==> src/rtl/max7219_pkg.sv <==
// Shared constants and types for the MAX7219 display driver.
// The optional PM_DOT_EN build macro is consumed in max7219_display_driver.sv.
package max7219_pkg;

  localparam int FRAME_W           = 16;
  localparam int LAST_FRAME        = 10;
  localparam int FIRST_DIGIT_FRAME = 5;

  localparam logic [3:0] REG_DIGIT0    = 4'h1;
  localparam logic [3:0] REG_DIGIT1    = 4'h2;
  localparam logic [3:0] REG_DIGIT2    = 4'h3;
  localparam logic [3:0] REG_DIGIT3    = 4'h4;
  localparam logic [3:0] REG_DIGIT4    = 4'h5;
  localparam logic [3:0] REG_DIGIT5    = 4'h6;
  localparam logic [3:0] REG_DECODE    = 4'h9;
  localparam logic [3:0] REG_INTENSITY = 4'hA;
  localparam logic [3:0] REG_SCAN      = 4'hB;
  localparam logic [3:0] REG_SHUTDOWN  = 4'hC;
  localparam logic [3:0] REG_TEST      = 4'hF;

  localparam logic [7:0] SHUTDOWN_OFF  = 8'h01;
  localparam logic [7:0] TEST_OFF      = 8'h00;
  localparam logic [7:0] DECODE_B_D0_5 = 8'h3F;
  localparam logic [7:0] SCAN_D0_5     = 8'h05;

  typedef logic [1:0] tx_state_t;
  localparam tx_state_t ST_IDLE  = 2'd0;
  localparam tx_state_t ST_LOAD  = 2'd1;
  localparam tx_state_t ST_SHIFT = 2'd2;
  localparam tx_state_t ST_GAP   = 2'd3;

  typedef struct packed {
    logic [3:0] hours_msd;
    logic [3:0] hours_lsd;
    logic [3:0] minutes_msd;
    logic [3:0] minutes_lsd;
    logic [3:0] seconds_msd;
    logic [3:0] seconds_lsd;
  } time_snap_t;

  function automatic logic [FRAME_W-1:0] make_frame(input logic [3:0] addr, input logic [7:0] data);
    return {4'h0, addr, data};
  endfunction

  function automatic logic [FRAME_W-1:0] digit_frame(input logic [3:0] addr, input logic dp,
                                                     input logic [3:0] digit);
    return {4'h0, addr, dp, 3'b000, digit};
  endfunction

endpackage

==> src/rtl/max7219_display_driver_spi_frame_tx.sv <==
// Single 16-bit frame transmitter for the MAX7219 3-wire link.
// Owns sclk/mosi/cs_n timing; a start seen in IDLE or on the last GAP cycle launches a frame.
//
// state | meaning
// IDLE  | link idle, cs_n high, waiting for start
// LOAD  | one cycle: cs_n low, mosi shows bit 15, shifter loaded
// SHIFT | 16 bits, each CLK_DIV cycles sclk low then CLK_DIV cycles sclk high
// GAP   | cs_n high for CLK_DIV cycles, rising cs_n latches the frame
module spi_frame_tx
  import max7219_pkg::*;
#(
  parameter int CLK_DIV = 2
) (
  input  logic               clk,
  input  logic               rst,
  input  logic               start,
  input  logic [FRAME_W-1:0] data,
  output logic               done,
  output logic               sclk,
  output logic               mosi,
  output logic               cs_n
);

  localparam int              DIV_W    = (CLK_DIV > 1) ? $clog2(CLK_DIV) : 1;
  localparam logic [DIV_W-1:0] DIV_LOAD = DIV_W'(CLK_DIV - 1);

  tx_state_t          state;
  logic [DIV_W-1:0]   div_cnt;
  logic [3:0]         bit_cnt;
  logic               phase_high;
  logic [FRAME_W-1:0] shreg;
  logic               div_tc;

  assign div_tc = (div_cnt == '0);

  always_ff @(posedge clk or posedge rst) begin
    if (rst) begin
      state      <= ST_IDLE;
      div_cnt    <= '0;
      bit_cnt    <= 4'd0;
      phase_high <= 1'b0;
      shreg      <= '0;
    end else begin
      case (state)
        ST_IDLE: begin
          if (start) state <= ST_LOAD;
        end
        ST_LOAD: begin
          shreg      <= data;
          bit_cnt    <= 4'd15;
          div_cnt    <= DIV_LOAD;
          phase_high <= 1'b0;
          state      <= ST_SHIFT;
        end
        ST_SHIFT: begin
          if (!div_tc) begin
            div_cnt <= div_cnt - 1'b1;
          end else begin
            div_cnt <= DIV_LOAD;
            if (!phase_high) begin
              phase_high <= 1'b1;
            end else begin
              // end of a high phase: next bit appears with the sclk fall
              phase_high <= 1'b0;
              if (bit_cnt == 4'd0) begin
                state <= ST_GAP;
              end else begin
                bit_cnt <= bit_cnt - 4'd1;
                shreg   <= {shreg[FRAME_W-2:0], 1'b0};
              end
            end
          end
        end
        ST_GAP: begin
          if (!div_tc) div_cnt <= div_cnt - 1'b1;
          else         state   <= start ? ST_LOAD : ST_IDLE;
        end
        default: state <= ST_IDLE;
      endcase
    end
  end

  // Outputs decode straight from state so an async reset clears the pins at once.
  assign done = (state == ST_GAP) && div_tc;
  assign cs_n = !((state == ST_LOAD) || (state == ST_SHIFT));
  assign sclk = (state == ST_SHIFT) && phase_high;

  always_comb begin
    mosi = 1'b0;
    if (state == ST_LOAD)       mosi = data[FRAME_W-1];
    else if (state == ST_SHIFT) mosi = shreg[FRAME_W-1];
  end

endmodule

==> src/rtl/max7219_display_driver.sv <==
// Snapshots the BCD time on refresh and streams config + digit frames to a MAX7219.
// Build macro PM_DOT_EN: light the decimal point of the hours_lsd digit when pm is set.
module max7219_display_driver
  import max7219_pkg::*;
#(
  parameter int         CLK_DIV   = 2,
  parameter logic [3:0] INTENSITY = 4'h8
) (
  input  logic       clk,
  input  logic       reset,
  input  logic       refresh,
  input  logic       pm,
  input  logic [3:0] hours_msd,
  input  logic [3:0] hours_lsd,
  input  logic [3:0] minutes_msd,
  input  logic [3:0] minutes_lsd,
  input  logic [3:0] seconds_msd,
  input  logic [3:0] seconds_lsd,
  output logic       busy,
  output logic       sclk,
  output logic       mosi,
  output logic       cs_n
);

  time_snap_t         snap;
  logic [3:0]         idx;
  logic               init_pending;
  logic               accept;
  logic               last;
  logic               tx_start;
  logic               tx_done;
  logic               dp_hours;
  logic [FRAME_W-1:0] frame;

  assign accept   = refresh && !busy;
  assign last     = (idx == 4'(LAST_FRAME));
  assign tx_start = accept || (tx_done && !last);

  always_ff @(posedge clk or posedge reset) begin
    if (reset) begin
      busy         <= 1'b0;
      init_pending <= 1'b1;
      idx          <= 4'd0;
      snap         <= '0;
    end else if (accept) begin
      busy             <= 1'b1;
      idx              <= init_pending ? 4'd0 : 4'(FIRST_DIGIT_FRAME);
      snap.hours_msd   <= hours_msd;
      snap.hours_lsd   <= hours_lsd;
      snap.minutes_msd <= minutes_msd;
      snap.minutes_lsd <= minutes_lsd;
      snap.seconds_msd <= seconds_msd;
      snap.seconds_lsd <= seconds_lsd;
    end else if (tx_done) begin
      if (last) begin
        busy         <= 1'b0;
        init_pending <= 1'b0;
      end else begin
        idx <= idx + 4'd1;
      end
    end
  end

`ifdef PM_DOT_EN
  logic snap_pm;

  always_ff @(posedge clk or posedge reset) begin
    if (reset)       snap_pm <= 1'b0;
    else if (accept) snap_pm <= pm;
  end

  assign dp_hours = snap_pm;
`else
  logic unused_pm;

  assign unused_pm = pm;
  assign dp_hours  = 1'b0;
`endif

  always_comb begin
    frame = '0;
    case (idx)
      4'd0:  frame = make_frame(REG_SHUTDOWN, SHUTDOWN_OFF);
      4'd1:  frame = make_frame(REG_TEST, TEST_OFF);
      4'd2:  frame = make_frame(REG_DECODE, DECODE_B_D0_5);
      4'd3:  frame = make_frame(REG_SCAN, SCAN_D0_5);
      4'd4:  frame = make_frame(REG_INTENSITY, {4'h0, INTENSITY});
      4'd5:  frame = digit_frame(REG_DIGIT0, 1'b0, snap.seconds_lsd);
      4'd6:  frame = digit_frame(REG_DIGIT1, 1'b0, snap.seconds_msd);
      4'd7:  frame = digit_frame(REG_DIGIT2, 1'b0, snap.minutes_lsd);
      4'd8:  frame = digit_frame(REG_DIGIT3, 1'b0, snap.minutes_msd);
      4'd9:  frame = digit_frame(REG_DIGIT4, dp_hours, snap.hours_lsd);
      4'd10: frame = digit_frame(REG_DIGIT5, 1'b0, snap.hours_msd);
      default: frame = '0;
    endcase
  end

  spi_frame_tx #(
    .CLK_DIV (CLK_DIV)
  ) u_tx (
    .clk   (clk),
    .rst   (reset),
    .start (tx_start),
    .data  (frame),
    .done  (tx_done),
    .sclk  (sclk),
    .mosi  (mosi),
    .cs_n  (cs_n)
  );

endmodule

==> config.mk <==
export PLATFORM = sky130hd
export DESIGN_NAME = max7219_display_driver
export DESIGN_NICKNAME = d
export VERILOG_FILES = /design/src/rtl/max7219_pkg.sv /design/src/rtl/max7219_display_driver_spi_frame_tx.sv /design/src/rtl/max7219_display_driver.sv
export SDC_FILE = /design/constraint.sdc
export NUM_CORES = 1
export LEC_CHECK = 0
export BUFFER_PORTS_ARGS = -buffer_cell sky130_fd_sc_hd__buf_2
export CELL_PAD_IN_SITES_DETAIL_PLACEMENT = 1
export CELL_PAD_IN_SITES_GLOBAL_PLACEMENT = 2
export CORE_MARGIN = 3
export CORE_UTILIZATION = 38
export DETAILED_ROUTE_END_ITERATION = 8
export HOLD_SLACK_MARGIN = 0.03
export PLACE_DENSITY_LB_ADDON = 0.1
export SYNTH_ARGS = -nofsm -noshare
export SYNTH_HDL_FRONTEND = slang
export SYNTH_SLANG_ARGS = --single-unit
==> constraint.sdc <==
create_clock -name clk -period 4.54 [get_ports clk]
set_input_delay 0.227 -clock clk [delete_from_list [all_inputs] [get_ports clk]]
set_output_delay 0.227 -clock clk [all_outputs]
set_load 0.02 [all_outputs]
==> out/qor.yml, run 1 <==
synthesis:
  ys_types: 49
  netlist_area_um2: 2800
  synth_compound_area_share_pct: 14.7
  synth.largest_area_cell: "dfrtp_1"
  synthXorXnorAreaFrac_pct: 1.56
  yosys_register_bits: 54
  synth_warnings: 0
  synth_edf_count: 0
  yosys-top-cells-area: "dfrtp_1 (47%), nand2_1 (13%), ha_1 (4.5%)"
  netlist_instances: 318
  async_reset_ff_share_pct: 100
  synth_top_area_share_pct: 47.3
  synthAdderAreaFrac_pct: 4.47
  synth.yosys.seq_area_share_pct: 48.3
  synthMuxAreaShare_pct: 1.83
  ys.flop_type: "dfrtp_1"
  syn-num-nets: 356
  syn_avg_cell_area_um2: 8.81
  synth-simple-area-share_pct: 24.0
  synth_top_family_by_area: "simple AND/OR/NAND/NOR gates"
power:
  power.total_mw: 0.876
  p_sw_share_pct: 24.4
  power_switching_mw: 0.214
  p_seq_share_pct: 58.5
  p_leak_nw: 1.54
  peakVddDrop_mv: 0.110
  clockPowerShare_pct: 34.7
  powerDensity_nw_per_um2: 284
  internal_power_mw: 0.663
  comb_power_share_pct: 6.9
clocking:
  cts.sinks: 54
  htree_levels: 2
  cts_setup_buffers: 0
  cts_hold_buf: 0
  cts_made_buffers: 5
  path_clk_slew_ns: 0.10
  post_cts_resized: 0
  cts_tree: "yes"
  clk_path_buf_depth: 2
  insertion_delay_ns: 0.31
  root_buffer: "clkbuf_8"
setup_path:
  cp.required_ns: 4.70
  worstPathMaxFanout: 16
  crit_type: "reg2reg"
  cp_cell_sequence: "inv_1 > ha_1 > nand3b_1 > nor2_1 > o21ai_0"
  crit_family: "simple AND/OR/NAND/NOR gates"
  crit_path_start_kind: "register"
  critPathSlowestCell: "nor2_1"
  max_stage_delay_ns: 0.69
  crit_arrival_ns: 2.64
  path_depth: 5
  end_kind: "register"
  rr_worst_depth: 5
  worst-path-buf-inv: 1
die:
  rows: 30
  fp.dieW_um: 91.9
  die_area_um2: 8440
  initial_utilization_pct: 40.1
  coreArea_um2: 6980
  dieHeight_um: 91.9
  boundaryPins: 32
run_status:
  status: "complete, no violations"
sta:
  tightest_slew_ns: 1.12
  setup_viol: 0
  max_freq_mhz: 404
  grt_setup_unrepaired: "no"
  finalCriticalPeriod_ns: 2.48
  slew_headroom_pct: 25.1
  fin_setup_tns_ns: 0
  report.final.slew_viol_count: 0
  hold_violations: 0
  fin_crit_sh_pct: 54.6
  clock_skew_ns: 0.0150
finish:
  diodes: 0
  layout_common_cells: "nand2_1 (98), dfrtp_1 (53), buf_2 (30)"
  fin_nets: 375
  area_delta_synth_final_pct: 10.3
  final_common_cell: "nand2_1"
  fillers: 865
  multi_input_area_um2: 1310
  register_area_um2: 1350
  drive_gt1_share_pct: 14.2
global_route:
  gr-total-overflow: 0
  grt_pass1_vias: 2212
  grt.total_usage_pct: 16.1
  grt_max_degree: 55
  antenna_found_initial: 0
  grt_pass1_wl_um: 11000
drt:
  drtAntennaViolNets: 0
  wl_um: 6500
  avgRoutedWirePerCell_um: 15.0
  vias: 2209
  drc_errors: 0
  first_pass_iters: 4
  viasPerCell: 5.09
  drtIter0Drc: 89
job:
  maxCapViolCount: 0
placed_design:
  numPortBuffers: 30
  hpwl_um: 4370
  gp_congestion: 0.709
worst_hold_path:
  whs_path_depth: 3
  hp-class: "in2reg"
[tightest hold or removal path: cells and delay by family]
kind,cells,cell delay (ns)
simple gates,2,0.08
buf+inv,1,0.07
[power by group through the flow]
stage          logic (mW)  registers [mW]  clock network, mW
2_1_floorplan      0.0445           0.513                  0
6_report           0.0603           0.512              0.304
3_5_place_dp       0.0623           0.522                  0
3_3_place_gp       0.0600           0.521                  0
4_1_cts            0.0622           0.512              0.319
5_1_grt            0.0705           0.515              0.332
[flip-flops by register name, summed over array words and instances (netlist names)]
register / flops
u_tx.phase_high: 1
u_tx.bit_cnt: 4
u_tx.shreg: 16
snap: 24
idx: 4
busy: 1
init_pending: 1
u_tx.state: 2
u_tx.div_cnt: 1
[Yosys cell counts (5+ instances only)]
library cell  count
nor3_1            6
a21oi_1          16
dfrtp_1          53
o22ai_1           5
ha_1             10
inv_1            12
clkbuf_1          8
o21ai_0          12
nor2_1           19
nand2b_1          8
buf_2             6
a22oi_1           7
nand2_1          98
[per-stage QoR]
stage	util (%)	cell area [µm²]	hold WS [ns]	worst slack, ns	instances
CTS	44.2	3090	0.0850	2.03	434
finish	44.2	3090	0.0911	2.06	434
global route	44.2	3090	0.0969	1.74	434
global placement	42.7	2980	0.416	2.10	426
floorplan	-	2800	0.332	2.81	318
detailed placement	42.7	2980	0.423	2.02	426
[cells by family after synthesis]
group | count (synthesis)
AND/OR/NAND/NOR | 151
AO/OA/AOI/OAI | 62
flip-flops | 54
buffers and inverters | 31
adder cells (fa/ha/maj) | 10
XOR/XNOR | 5
multiplexers | 5
[final timing paths]
kind                            slack [ns]        endpoint           start
max in group asynchronous             3.95   u_tx.shreg[2]           reset
worst min-delay path                  0.09         snap[4]  seconds_msd[0]
worst max-delay path                  2.06  u_tx.shreg[15]   u_tx.state[0]
worst min register to register        0.46    init_pending    init_pending
min in group asynchronous             0.11   u_tx.shreg[5]           reset
worst max register to register        2.06  u_tx.shreg[15]   u_tx.state[0]
[per-layer routing]
metal	vias up	track usage [%]	share of wire [%]	wire, µm
met5	-	0	0	0
met4	0	4.83	1.2	75
met3	7	2.79	3.5	229
met2	36	24.0	44	2850
met1	1068	23.8	51	3340
li1	1098	-	-	-
[layout make-up]
class / count / area share (%)
clock inverter: 1 / 0.284
inverter: 12 / 1.46
tap: 96 / 3.89
clock buffer: 7 / 3.12
multi-input combinational: 233 / 42.4
sequential: 54 / 43.8
timing repair buffer: 31 / 5.10
Power figures use the tool's default switching activity.
==> run 2, diff against run 1 <==
--- a/config.mk
+++ b/config.mk
@@ -5,11 +5,12 @@
 export SDC_FILE = /design/constraint.sdc
 export NUM_CORES = 1
 export LEC_CHECK = 0
+export ABC_AREA = 1
 export BUFFER_PORTS_ARGS = -buffer_cell sky130_fd_sc_hd__buf_2
 export CELL_PAD_IN_SITES_DETAIL_PLACEMENT = 1
 export CELL_PAD_IN_SITES_GLOBAL_PLACEMENT = 2
 export CORE_MARGIN = 3
-export CORE_UTILIZATION = 38
+export CORE_UTILIZATION = 31
 export DETAILED_ROUTE_END_ITERATION = 8
 export HOLD_SLACK_MARGIN = 0.03
 export PLACE_DENSITY_LB_ADDON = 0.1
==> constraint.sdc (replaced) <==
create_clock -name clk -period 2.2 [get_ports clk]
set_input_delay 0.11 -clock clk [delete_from_list [all_inputs] [get_ports clk]]
set_output_delay 0.11 -clock clk [all_outputs]
set_load 0.02 [all_outputs]
==> run 2 against run 1 <==
Worst hold slack lost 0.037 ns. Critical endpoint is now u_tx.shreg[2]. Utilization shrank 4.1 points. Global-route usage shrank 0.93 points. Sequential power increased to 2.8 times the previous value. Synthesized cell count rose by 11%. Fmax increased by 35%. Power increased to 4.2 times the previous value. Register-to-register slack worse by 1.7 ns. Sequential share of layout area down 4.0 points. Routed wire length grew 9.4%. Flip-flop and latch count stayed put. Cell area rose by 10%.
==> out/qor.yml, run 2 <==
finish:
  fillers: 1039  # +20%
  fin_util_pct: 40.2  # -4.1 points
  layout.cells.non_filler: 515  # +19%
  layout_common_cells: "nand2_1 (113), dfrtp_1 (53), inv_1 (33)"
  fin_area_um2: 3400  # +10%
  final_common_cell: "nand2_1"
  drive_gt1_share_pct: 13.9  # -0.30 points
  reg_top3: "snap (24), u_tx.shreg (16)"
  largest_register_ffs: 24  # unchanged
  area_delta_synth_final_pct: 22.3
  diodes: 0  # unchanged
  fin_nets: 447  # +19%
  regMostFlops: "snap"
die:
  initial_utilization_pct: 32.9  # -7.3 points
  rows: 33  # +10%
  dieHeight_um: 101  # +9.7%
  boundaryPins: 32  # unchanged
  fp.dieW_um: 101  # +9.7%
  coreArea_um2: 8460  # +21%
  die_area_um2: 10100  # +20%
power:
  peakVddDrop_mv: 0.412  # +270%
  clockPowerShare_pct: 18.1  # -17 points
  p_sw_share_pct: 42.0  # +18 points
  power.total_mw: 3.67  # +320%
  comb_power_share_pct: 43.7  # +37 points
  p_seq_share_pct: 38.3  # -20 points
  powerDensity_nw_per_um2: 1080  # +280%
  power_switching_mw: 1.54  # +620%
  internal_power_mw: 2.13  # +220%
  p_leak_nw: 1.73  # +12%
setup_path:
  rr_startpoint: "u_tx.state[0]"
  crit_path_start_kind: "register"
  crit_type: "reg2reg"
  cp.required_ns: 2.39  # -2.31 ns
  rr_worst_depth: 9  # +4
  r2r_setup_slack_ns: 0.36  # -1.70 ns
  crit_arrival_ns: 2.03  # -0.61 ns
  r2r_end: "u_tx.shreg[2]"
  end_kind: "register"
  worstPathMaxFanout: 13  # -3
sta:
  setup_slack_ns: 0.361  # -1.70 ns
  grt_setup_unrepaired: "no"
  setup_viol: 0  # unchanged
  tightest_slew_ns: 0.734  # -0.384 ns
  report.final.slew_viol_count: 0  # unchanged
  slew_headroom_pct: 51.0  # +26 points
  fin_crit_sh_pct: 83.6  # +29 points
  clock_skew_ns: 0.00744  # -0.00755 ns
  max_freq_mhz: 544  # +35%
  fin_setup_tns_ns: 0  # unchanged
  finalCriticalPeriod_ns: 1.84  # -0.638 ns
  hold_violations: 0  # unchanged
  holdWs_ns: 0.0541  # -0.0370 ns
placed_design:
  gp_congestion: 0.789  # +11%
  dp_slack_ns: 0.243  # -1.77 ns
  numPortBuffers: 30  # unchanged
  dp_cells: 482  # +13%
  place_area_um2: 3040  # +1.8%
  hpwl_um: 5190  # +19%
worst_hold_path:
  holdPathEnd: "busy"
  hp-class: "in2reg"
  worstHoldStart: "refresh"
  whs_path_depth: 3  # unchanged
job:
  maxCapViolCount: 0  # unchanged
synthesis:
  synth_warnings: 0  # unchanged
  synthTopCellsByCount: "nand2_1 (113), dfrtp_1 (53), inv_1 (34)"
  synth_edf_count: 0  # unchanged
  syn-num-nets: 392  # +10%
  synth_top_area_share_pct: 47.7  # +0.32 points
  ys_types: 28  # -43%
  synth_most_common_cell: "nand2_1"
  synth.yosys.seq_area_share_pct: 48.6  # +0.33 points
  netlist_instances: 354  # +11%
  async_reset_ff_share_pct: 100  # unchanged
  ys.flop_type: "dfrtp_1"
  syn_avg_cell_area_um2: 7.86  # -11%
  yosys_register_bits: 54  # unchanged
  netlist_area_um2: 2780  # -0.67%
  synth.largest_area_cell: "dfrtp_1"
  yosys-top-cells-area: "dfrtp_1 (48%), nand2_1 (15%), inv_1 (4.6%)"
run_status:
  status: "complete, no violations"
clocking:
  cts_setup_buffers: 0  # unchanged
  cts_tree: "yes"
  htree_levels: 2  # unchanged
  root_buffer: "clkbuf_8"
  cts_made_buffers: 5  # unchanged
  cts.sinks: 54  # unchanged
  insertion_delay_ns: 0.30  # about the same
  path_clk_slew_ns: 0.09  # about the same
  clk_path_buf_depth: 2  # unchanged
global_route:
  gr-total-overflow: 0  # unchanged
  grt_max_degree: 35  # -36%
  antenna_found_initial: 0  # unchanged
  grt_pass1_vias: 2550  # +15%
  grt_pass1_wl_um: 12500  # +14%
  grt.total_usage_pct: 15.2  # -0.93 points
drt:
  drtAntennaViolNets: 0  # unchanged
  avgRoutedWirePerCell_um: 13.8  # -7.8%
  vias: 2454  # +11%
  drc_errors: 0  # unchanged
  drtIter0Drc: 86  # -3.4%
  wl_um: 7110  # +9.4%
  viasPerCell: 4.77  # -6.4%
  first_pass_iters: 4  # unchanged
==> run 2: cells by family after synthesis <==
group | synth area share [%]
AOI/OAI and AO/OA | 10.0
DFF | 48.6
xor gates and xnor gates | 0.315
adders and majority gates | 4.50
buffers and inverters | 7.96
and+or+nand+nor | 28.6
==> run 2: timing repair <==
| item | CTS | global route |
|---|---|---|
| hold buffers | 25 | 0 |
| endpoints found under the hold margin | 38 | 0 |
| endpoints found under the setup margin | 0 | 1 |
| resized for setup | 0 | 1 |
==> run 2: per-layer routing <==
metal  vias up  routed length [µm]  track usage, %
met5         -                   0               0
met4         0                  40            3.11
met3         4                 140            2.28
met2        21                3250            23.6
met1      1186                3680            22.3
li1       1243                   -               -
==> run 2: cell type report <==
type                            instances  area (µm²)  share of cell area, %
Timing Repair Buffer                   63         460                   13.5
Tap cell                              105         131                   3.86
Sequential cell                        54        1350                   39.8
Clock buffer                            5        68.8                   2.02
Multi-Input combinational cell        249        1210                   35.7
Clock inverter                          3        40.0                   1.18
Inverter                               36         135                   3.97
==> run 2: worst max path at each step <==
stage             startpoint             to  slack [ns]  cells past startpoint
3_3_place_gp   u_tx.state[0]  u_tx.shreg[3]        0.31                      9
5_1_grt        u_tx.state[0]  u_tx.shreg[3]        0.10                      9
2_1_floorplan  u_tx.state[0]  u_tx.shreg[4]        0.65                      9
3_5_place_dp   u_tx.state[0]  u_tx.shreg[2]        0.24                      9
4_1_cts        u_tx.state[0]  u_tx.shreg[2]        0.23                      9
6_report       u_tx.state[0]  u_tx.shreg[2]        0.36                      9
==> run 2: power by group through the flow <==
stage	logic (mW)	clock network, mW	registers [mW]
floorplan	1.20	0	1.37
global placement	1.55	0	1.42
detailed placement	1.58	0	1.43
CTS	1.62	0.698	1.41
global route	1.87	0.734	1.44
finish	1.60	0.663	1.41
==> run 2: worst max-delay path, stage by stage, from the launching register on <==
cell	delay (ns)
dfrtp_1	0.43
inv_1	0.12
ha_1	0.26
nand2_1	0.11
nor2_2	0.14
nand2_2	0.16
nand2_4	0.18
inv_2	0.12
a21oi_1	0.14
a21oi_1	0.08
==> run 3, diff against run 2 <==
==> constraint.sdc (replaced) <==
create_clock -name clk -period 1.6 [get_ports clk]
set_input_delay 0.08 -clock clk [delete_from_list [all_inputs] [get_ports clk]]
set_output_delay 0.08 -clock clk [all_outputs]
set_load 0.02 [all_outputs]
==> run 3 against run 2 <==
Via count increased by 4.4%. Clock power increased by 24%. Count of clock-buffer cells in the layout increased by 1. Global-route usage increased by 0.094 points. Clock skew increased by 0.0042 ns. Worst hold slack improved by 0.31 ns. Critical endpoint is now mosi.
==> out/qor.yml, run 3 (synthesized netlist as in run 2, its figures left out) <==
finish:
  reg_top3: "snap (24), u_tx.shreg (16)"
  fin_nets: 469  # +4.9%
  fillers: 1036  # -0.29%
  fin_util_pct: 43.7  # +3.5 points
  final_common_cell: "nand2_1"
  layout_common_cells: "nand2_1 (109), dfrtp_1 (52), buf_2 (29)"
  regMostFlops: "snap"
  fin_area_um2: 3700  # +8.7%
  register_area_um2: 1350  # about the same
  multi_input_area_um2: 1330  # +9.5%
  diodes: 0  # unchanged
  area_delta_synth_final_pct: 32.9
  drive_gt1_share_pct: 23.8  # +9.9 points
  largest_register_ffs: 24  # unchanged
die:
  coreArea_um2: 8460  # unchanged
  rows: 33  # unchanged
  initial_utilization_pct: 32.9  # unchanged
  boundaryPins: 32  # unchanged
  die_area_um2: 10100  # unchanged
  fp.dieW_um: 101  # unchanged
  dieHeight_um: 101  # unchanged
setup_path:
  end_kind: "primary output"
  crit_path_start_kind: "register"
  worst-path-buf-inv: 2  # unchanged
  cp.required_ns: 1.52  # -0.87 ns
  path_common_cell: "buf_4"
  crit_type: "reg2out"
  cp_cell_sequence: "buf_4 > ha_1 > nor3_2 > buf_4"
  max_stage_delay_ns: 0.40  # -0.03 ns
  crit_family: "flip-flops"
  critPathSlowestCell: "dfrtp_1"
  rr_startpoint: "u_tx.state[0]"
  crit_arrival_ns: 1.44  # -0.59 ns
  worstPathMaxFanout: 4  # -9
  worstSetupStartpoint: "u_tx.state[0]"
drt:
  drtIter0Drc: 74  # -14%
  first_pass_iters: 4  # unchanged
  drc_errors: 0  # unchanged
  wl_um: 7430  # +4.5%
  drtAntennaViolNets: 0  # unchanged
  viasPerCell: 4.77  # about the same
  vias: 2561  # +4.4%
  avgRoutedWirePerCell_um: 13.8  # +0.23%
clocking:
  htree_levels: 2  # unchanged
  root_buffer: "clkbuf_8"
  clk_path_buf_depth: 2  # unchanged
  cts.sinks: 54  # unchanged
  cts_tree: "yes"
  cts_made_buffers: 5  # unchanged
  path_clk_slew_ns: 0.11  # +0.02 ns
  insertion_delay_ns: 0.31  # about the same
power:
  peakVddDrop_mv: 0.509  # +23%
  powerDensity_nw_per_um2: 1520  # +41%
  comb_power_share_pct: 50.4  # +6.7 points
  internal_power_mw: 3.22  # +51%
  clockPowerShare_pct: 14.7  # -3.4 points
  power_switching_mw: 2.39  # +55%
  p_seq_share_pct: 34.9  # -3.4 points
  p_sw_share_pct: 42.5  # +0.58 points
  p_leak_nw: 1.83  # +5.7%
  power.total_mw: 5.61  # +53%
global_route:
  gr-total-overflow: 0  # unchanged
  grt_pass1_wl_um: 12400  # -0.83%
  antenna_found_initial: 0  # unchanged
  grt.total_usage_pct: 15.3  # +0.094 points
  grt_pass1_vias: 2645  # +3.7%
  grt_max_degree: 55  # +57%
sta:
  tightest_slew_ns: 0.336  # -0.398 ns
  hold_violations: 0  # unchanged
  slew_headroom_pct: 77.6  # +27 points
  max_freq_mhz: 658
  setup_viol: 0  # unchanged
  fin_crit_sh_pct: 95.0
  clock_skew_ns: 0.0116  # +0.00420 ns
  grt_setup_unrepaired: "yes"
  report.final.slew_viol_count: 0  # unchanged
  finalCriticalPeriod_ns: 1.52
run_status:
  status: "complete, no violations"
placed_design:
  place_area_um2: 3180  # +4.6%
  gp_congestion: 0.755  # -4.3%
  numPortBuffers: 30  # unchanged
  hpwl_um: 5320  # +2.7%
worst_hold_path:
  hp-class: "in2async"
job:
  maxCapViolCount: 0  # unchanged
-- run 3: cell type report --
class,instances,share of cell area [%]
Timing Repair Buffer,84,17.6
Inverter,36,3.72
Sequential cell,54,36.6
Multi-Input combinational cell,250,35.9
Tap cell,105,3.55
Clock inverter,2,0.338
Clock buffer,6,2.23
-- run 3: power groups by stage --
stage                     registers, mW  logic [mW]  clock network [mW]
after floorplan                    1.89        1.65                   0
after global placement             1.94        2.39                   0
after detailed placement           1.95        2.45                   0
after CTS                          1.93        2.56               0.858
after global routing               2.01        3.17               0.899
final                              1.96        2.83               0.825
-- run 3: tightest hold or removal path, stage by stage --
cell,delay [ns]
dlygate4sd3_1,0.54
buf_2,0.13
inv_2,0.06
buf_12,0.27
-- run 3: final timing paths --
check / end / slack (ns) / depth (start not counted)
hold / removal: snap[16] / 0.36 / 4
max in group asynchronous: init_pending / 0.94 / 4
hold reg to reg: init_pending / 0.47 / 2
setup reg to reg: u_tx.shreg[4] / 0.09 / 6
setup / recovery: mosi / 0.08 / 4
min in group clk: init_pending / 0.47 / 2
-- run 3: timing repair --
action / 4_1_cts / 5_1_grt
cloned: 0 / 1
setup buffers: 1 / 2
pin swaps: 0 / 10
resized for setup: 8 / 34
setup endpoints to repair: 10 / 20
hold endpoints to repair: 78 / 0
hold buffers: 26 / 0
-- run 3: stage by stage --
stage / setup TNS, ns / hold WS (ns) / std cells / worst slack (ns)
2_1_floorplan: 0 / 0.190 / 354 / 0.0469
3_3_place_gp: -0.0405 / 0.161 / 499 / -0.0405
3_5_place_dp: -0.00484 / 0.163 / 499 / -0.00484
4_1_cts: 0 / 0.366 / 534 / 0.00326
5_1_grt: -0.00881 / 0.395 / 537 / -0.00589
6_report: 0 / 0.361 / 537 / 0.0804
-- run 3: metal layers --
layer	share of wire, %	wire length [µm]	vias to the layer above	global-route usage [%]
met1	50	3700	1243	20.7
met2	48	3540	19	25.4
met3	1.5	115	5	2.35
met5	0	0	-	0
li1	-	-	1294	-
met4	0.87	65	0	4.04
